[src/rtl/avg_operand_loader_pkg.sv]
// Shared definitions for the 8-operand averaging datapath: operand count,
// slot index width, the operand-frame type and slot-mask helpers.
package avg_operand_loader_pkg;

    localparam int NUM_OPERANDS  = 8;
    localparam int IDX_W         = 3;
    localparam int DEF_DATAWIDTH = 16;
    localparam int DEF_SAWIDTH   = 8;

    typedef struct packed {
        logic [NUM_OPERANDS-1:0][DEF_DATAWIDTH-1:0] ops;
        logic [DEF_SAWIDTH-1:0]                     sa;
        logic                                       short_flag;
    } operand_frame_t;

    function automatic logic [NUM_OPERANDS-1:0] slot_onehot(input logic [IDX_W-1:0] idx);
        return NUM_OPERANDS'(1) << idx;
    endfunction

    // Slots strictly above idx: the ones an early-closed frame must zero-fill.
    function automatic logic [NUM_OPERANDS-1:0] pad_mask(input logic [IDX_W-1:0] idx);
        logic [NUM_OPERANDS-1:0] m;
        m = '0;
        for (int i = 0; i < NUM_OPERANDS; i++) begin
            m[i] = (i > int'(idx));
        end
        return m;
    endfunction

endpackage

[src/rtl/avg_operand_loader_frame_bank.sv]
// One operand-frame register: per-slot write enables, synchronous zero-pad
// mask (pad wins over write), and separately enabled sa / short fields.
module frame_bank
    import avg_operand_loader_pkg::*;
#(
    parameter int DATAWIDTH = 16,
    parameter int SAWIDTH   = 8
) (
    input  logic                                 clk,
    input  logic                                 rst,
    input  logic [NUM_OPERANDS-1:0]              slot_we,
    input  logic [NUM_OPERANDS-1:0]              pad,
    input  logic [NUM_OPERANDS-1:0][DATAWIDTH-1:0] d_ops,
    input  logic                                 sa_we,
    input  logic [SAWIDTH-1:0]                   d_sa,
    input  logic                                 short_we,
    input  logic                                 d_short,
    output logic [NUM_OPERANDS-1:0][DATAWIDTH-1:0] ops,
    output logic [SAWIDTH-1:0]                   sa,
    output logic                                 short_flag
);

    // NOTE: the operand storage is reset on purpose: an aborted frame must
    // leave no residue, and the held outputs are defined as zero after reset.
    always_ff @(posedge clk or posedge rst) begin
        if (rst) begin
            ops        <= '0;
            sa         <= '0;
            short_flag <= 1'b0;
        end else begin
            for (int i = 0; i < NUM_OPERANDS; i++) begin
                if (pad[i])
                    ops[i] <= '0;
                else if (slot_we[i])
                    ops[i] <= d_ops[i];
            end
            if (sa_we)
                sa <= d_sa;
            if (short_we)
                short_flag <= d_short;
        end
    end

endmodule

[src/rtl/avg_operand_loader.sv]
// Serial-to-frame loader: collects words into a fill bank and presents
// closed frames from a hold bank, double-buffered for one word per cycle.
module avg_operand_loader
    import avg_operand_loader_pkg::*;
#(
    parameter int DATAWIDTH = 16,
    parameter int SAWIDTH   = 8
) (
    input  logic                 clk,
    input  logic                 rst,
    input  logic [DATAWIDTH-1:0] in_data,
    input  logic [SAWIDTH-1:0]   in_sa,
    input  logic                 in_last,
    input  logic                 in_valid,
    output logic                 in_ready,
    output logic [DATAWIDTH-1:0] a,
    output logic [DATAWIDTH-1:0] b,
    output logic [DATAWIDTH-1:0] c,
    output logic [DATAWIDTH-1:0] d,
    output logic [DATAWIDTH-1:0] e,
    output logic [DATAWIDTH-1:0] f,
    output logic [DATAWIDTH-1:0] g,
    output logic [DATAWIDTH-1:0] h,
    output logic [SAWIDTH-1:0]   sa,
    output logic                 short_frame,
    output logic                 out_valid,
    input  logic                 out_ready
);

    localparam logic [IDX_W-1:0] LAST_IDX = IDX_W'(NUM_OPERANDS - 1);

    logic [IDX_W-1:0] idx, idx_next;
    logic             fill_full, fill_full_next, out_valid_next;
    logic             accept, pop, close, hold_free, load_in, load_fill, hold_load;
    logic             is_short, fill_short;
    logic [NUM_OPERANDS-1:0]                 fill_we, fill_pad, cur_onehot, cur_pad;
    logic [NUM_OPERANDS-1:0][DATAWIDTH-1:0] fill_ops, hold_ops, closed_ops, hold_d_ops;
    logic [SAWIDTH-1:0]                      fill_sa, closed_sa, hold_d_sa;
    logic                                    hold_d_short;

    // NOTE: every signal written here gets a default first so no latch is inferred.
    always_comb begin
        accept     = in_valid & in_ready;
        pop        = out_valid & out_ready;
        close      = accept & ((idx == LAST_IDX) | in_last);
        is_short   = in_last & (idx != LAST_IDX);
        hold_free  = !out_valid | out_ready;
        load_in    = close & hold_free;
        load_fill  = fill_full & pop;
        hold_load  = load_in | load_fill;
        cur_onehot = slot_onehot(idx);
        cur_pad    = pad_mask(idx);
        fill_we    = accept ? cur_onehot : '0;
        fill_pad   = close ? cur_pad : '0;

        // The frame as it stands after this cycle's accept, for direct transfer.
        closed_ops = fill_ops;
        for (int i = 0; i < NUM_OPERANDS; i++) begin
            if (cur_pad[i])
                closed_ops[i] = '0;
            else if (cur_onehot[i])
                closed_ops[i] = in_data;
        end
        closed_sa = (idx == '0) ? in_sa : fill_sa;

        hold_d_ops   = load_fill ? fill_ops   : closed_ops;
        hold_d_sa    = load_fill ? fill_sa    : closed_sa;
        hold_d_short = load_fill ? fill_short : is_short;

        idx_next = idx;
        if (close)
            idx_next = '0;
        else if (accept)
            idx_next = idx + 1'b1;

        fill_full_next = fill_full;
        if (load_fill)
            fill_full_next = 1'b0;
        else if (close && !hold_free)
            fill_full_next = 1'b1;

        out_valid_next = out_valid;
        if (hold_load)
            out_valid_next = 1'b1;
        else if (pop)
            out_valid_next = 1'b0;
    end

    // NOTE: state registers use non-blocking assignments so all update together at the edge.
    always_ff @(posedge clk or posedge rst) begin
        if (rst) begin
            idx       <= '0;
            fill_full <= 1'b0;
            out_valid <= 1'b0;
        end else begin
            idx       <= idx_next;
            fill_full <= fill_full_next;
            out_valid <= out_valid_next;
        end
    end

    // Purely registered, so out_ready never reaches in_ready combinationally.
    assign in_ready = !fill_full;

    frame_bank #(.DATAWIDTH(DATAWIDTH), .SAWIDTH(SAWIDTH)) u_fill (
        .clk        (clk),
        .rst        (rst),
        .slot_we    (fill_we),
        .pad        (fill_pad),
        .d_ops      ({NUM_OPERANDS{in_data}}),
        .sa_we      (accept && (idx == '0)),
        .d_sa       (in_sa),
        .short_we   (close),
        .d_short    (is_short),
        .ops        (fill_ops),
        .sa         (fill_sa),
        .short_flag (fill_short)
    );

    frame_bank #(.DATAWIDTH(DATAWIDTH), .SAWIDTH(SAWIDTH)) u_hold (
        .clk        (clk),
        .rst        (rst),
        .slot_we    ({NUM_OPERANDS{hold_load}}),
        .pad        ('0),
        .d_ops      (hold_d_ops),
        .sa_we      (hold_load),
        .d_sa       (hold_d_sa),
        .short_we   (hold_load),
        .d_short    (hold_d_short),
        .ops        (hold_ops),
        .sa         (sa),
        .short_flag (short_frame)
    );

    assign a = hold_ops[0];
    assign b = hold_ops[1];
    assign c = hold_ops[2];
    assign d = hold_ops[3];
    assign e = hold_ops[4];
    assign f = hold_ops[5];
    assign g = hold_ops[6];
    assign h = hold_ops[7];

endmodule

[config.mk]
export PLATFORM = sky130hd
export DESIGN_NAME = avg_operand_loader
export DESIGN_NICKNAME = d
export VERILOG_FILES = /design/src/rtl/avg_operand_loader_pkg.sv /design/src/rtl/avg_operand_loader_frame_bank.sv /design/src/rtl/avg_operand_loader.sv
export SDC_FILE = /design/constraint.sdc
export NUM_CORES = 1
export LEC_CHECK = 0
export ABC_AREA = 1
export CORE_UTILIZATION = 56
export DETAILED_ROUTE_END_ITERATION = 12
export PLACE_DENSITY = 0.81
export SLEW_MARGIN = 20
export SYNTH_ARGS = -nofsm -noshare
export SYNTH_HDL_FRONTEND = slang
export SYNTH_SLANG_ARGS = --single-unit
[constraint.sdc]
create_clock -name clk -period 12.3 [get_ports clk]
set_clock_uncertainty 0.05 [all_clocks]
set_input_delay 2.46 -clock clk [delete_from_list [all_inputs] [get_ports clk]]
set_output_delay 2.46 -clock clk [all_outputs]
set_load 0.05 [all_outputs]
==> metrics.yaml <==
critical_path:
  crit_path_max_fanout: 104
  required_ns: 12.69
  worstSetupEndpointType: "flop"
  reg2reg_depth: 8
  reg2reg_to: "u_hold.ops[105]$_DFFE_PP0P_"
  criticalPathCategory: "input port to flop"
  r2r_slack_ns: 8.46
  r2r_start: "idx[2]$_DFFE_PP0P_"
  cp.arrival_ns: 5.79
  start_kind: "input port"
route:
  drt_iter0_drc: 1371
  dr.pass1.iters: 6
  drcViolationCount: 0
  drtAntennaViolNets: 0
  vias: 11700
  wl_mm: 35.0
  routedWlPerCell_um: 16.5
  viasPerCell: 5.50
synthesis:
  syn_area_per_cell_um2: 7.81
  ys_ff_latch: 279
  netlist-cell-type-count: 26
  syn_area_um2: 13200
  syn_inst: 1689
  syn_nets: 1724
  ys_seq_area_share_pct: 53.0
  yosysWarnings: 0
power_and_ir_drop:
  ir_drop_v: 0.000183
  clockPowerShare_pct: 22.7
  p_per_area_nw_per_um2: 258
  combPwrFrac_pct: 43.7
  seqPwrFrac_pct: 33.6
  swShare_pct: 43.5
  p_leak_nw: 8.39
  p_int_mw: 2.30
  p_sw_mw: 1.77
die:
  die-area_um2: 24200
  fp.coreArea_um2: 22800
  die_w_um: 155
  placementRows: 55
  io-pin-count: 168
  start_util_pct: 57.7
  fp.dieH_um: 155
outcome:
  status: "finished clean"
sta:
  fin_crit_ns: 5.40
  hold_viol: 0
  max_freq_ghz: 0.185
  slew_violations: 0
  whs_ns: 0.430
  rsz0062_at_grt: "no"
  worst_pin_slew_ns: 1.07
  period_share_pct: 43.9
  maxSlewHeadroom_pct: 28.7
  setup_violations: 0
  setup_tns_ns: 0
clock_network:
  cts_sinks: 279
  htreeDepth: 1
  path_clk_slew_ns: 0.06
  clockBufferDepth: 3
  insertion_delay_ns: 0.54
  cts_tree: "built"
  cts-root-buf: "clkbuf_16"
  postCtsHoldBufs: 0
  cts_setup_buffers: 0
  cts_made_buffers: 29
  cts_resized: 0
final_layout:
  syn_to_final_growth_pct: 20.0
  antenna_cells: 0
  final_nets: 1823
  seqCellArea_um2: 6980
  final_area_um2: 15800
  final_common_cell: "nand2_1"
  nFillCells: 1803
  layout_common_cells: "nand2_1, dfrtp_1, o21ai_0"
  multi_input_area_um2: 5030
  drive_above_1_share_pct: 4.92
grt:
  antenna_found_initial: 0
  grt_overflow: 0
  grt_max_degree: 147
  grt_pass1_vias: 10700
  grt_pass1_wl_mm: 56.3
  grt.total_usage_pct: 29.4
place:
  place_area_um2: 14800
  numPortBuffers: 167
  gp_congestion: 0.870
  dp_hpwl_mm: 21.6
flow_run:
  cap_viol_max_count: 0
hold_path:
  hp-start: "u_hold.ops[88]$_DFFE_PP0P_"
  holdPathEnd: "u_hold.ops[88]$_DFFE_PP0P_"
  min_path_type: "flop to flop"
  hold_path_depth: 2
==> stage by stage <==
stage          power [mW]  setup WS (ns)  cells  util (%)
6_report             4.08           6.90   2121      69.2
2_1_floorplan        2.66           2.10   1689         -
4_1_cts              4.08           6.94   2120      69.1
3_3_place_gp         3.09           6.51   2069      64.7
5_1_grt              4.32           6.66   2121      69.2
3_5_place_dp         3.13           6.44   2069      64.7
==> per-layer routing <==
layer / vias up / GRT usage [%] / part of all wire [%]
li1: 5512 / - / -
met1: 5512 / 42.2 / 42
met5: - / 0 / 0
met4: 0 / 11.4 / 3.5
met3: 78 / 3.70 / 8.2
met2: 567 / 45.7 / 46
==> kinds of logic (layout without fill, tap and decap cells) <==
logic type                 count (synthesis)  count (layout)  synth area share (%)
DFF                                      279             279                  53.0
and+or+nand+nor                          838             838                  25.8
AOI/OAI and AO/OA                        295             295                  11.8
adders and majority gates                  6               6                 0.569
buffers and inverters                    271             390                  8.95
==> power groups by stage <==
stage          Combinational (mW)  Sequential (mW)  Clock (mW)
2_1_floorplan               0.871             1.79           0
3_3_place_gp                 1.72             1.37           0
3_5_place_dp                 1.76             1.38           0
4_1_cts                      1.78             1.37       0.935
5_1_grt                      1.95             1.40       0.973
6_report                     1.78             1.37       0.926
==> flip-flops by register name (all words and copies together) (netlist names) <==
| signal | count |
|---|---|
| fill_full | 1 |
| u_fill.sa | 8 |
| idx | 3 |
| out_valid | 1 |
| u_hold.sa | 8 |
| u_hold.short_flag | 1 |
| u_hold.ops | 128 |
| u_fill.ops | 128 |
| u_fill.short_flag | 1 |
==> worst max-delay path, stage by stage <==
cell and delay, ns:
clkdlybuf4s50_1 0.49, nand3_4 0.29, buf_4 0.73, nand2_2 0.19
inv_4 0.41, buf_4 0.80, nand2_1 0.13, o21ai_0 0.12
==> worst max path at each step <==
| stage | start | to | slack (ns) | cells past startpoint |
|---|---|---|---|---|
| after CTS | out_ready | u_hold.ops[126]$_DFFE_PP0P_ | 6.94 | 8 |
| after floorplan | rst | fill_full$_DFFE_PP0P_ | 2.10 | 1 |
| after global placement | out_ready | u_hold.ops[100]$_DFFE_PP0P_ | 6.51 | 8 |
| after global routing | out_ready | u_hold.ops[100]$_DFFE_PP0P_ | 6.66 | 8 |
| after detailed placement | out_ready | u_hold.ops[118]$_DFFE_PP0P_ | 6.44 | 8 |
| final | out_ready | u_hold.ops[96]$_DFFE_PP0P_ | 6.90 | 8 |
==> cell type report <==
class | count | share of cell area, %
clock buffers | 38 | 5.12
clock inverters | 13 | 1.31
repair buffers | 180 | 11.3
flip-flops and latches | 279 | 44.1
inverters | 159 | 3.84
well taps | 313 | 2.48
multi-input cells | 1139 | 31.8
==> cells in the mapped netlist, drive strengths merged <==
master,instances,share of area (%)
inv,158,4.5
a22oi,1,0.057
dfrtp,279,53
clkbuf,45,1.3
ha,6,0.57
buf,67,3.1
o211ai,16,0.91
nor2,59,2.0
clkinv,1,0.028
nand2,656,19
a21oi,57,2.2
nand3,123,4.8
o22ai,17,0.81
o21ai,204,7.8
Note: power is estimated with default switching activity, not from simulation.
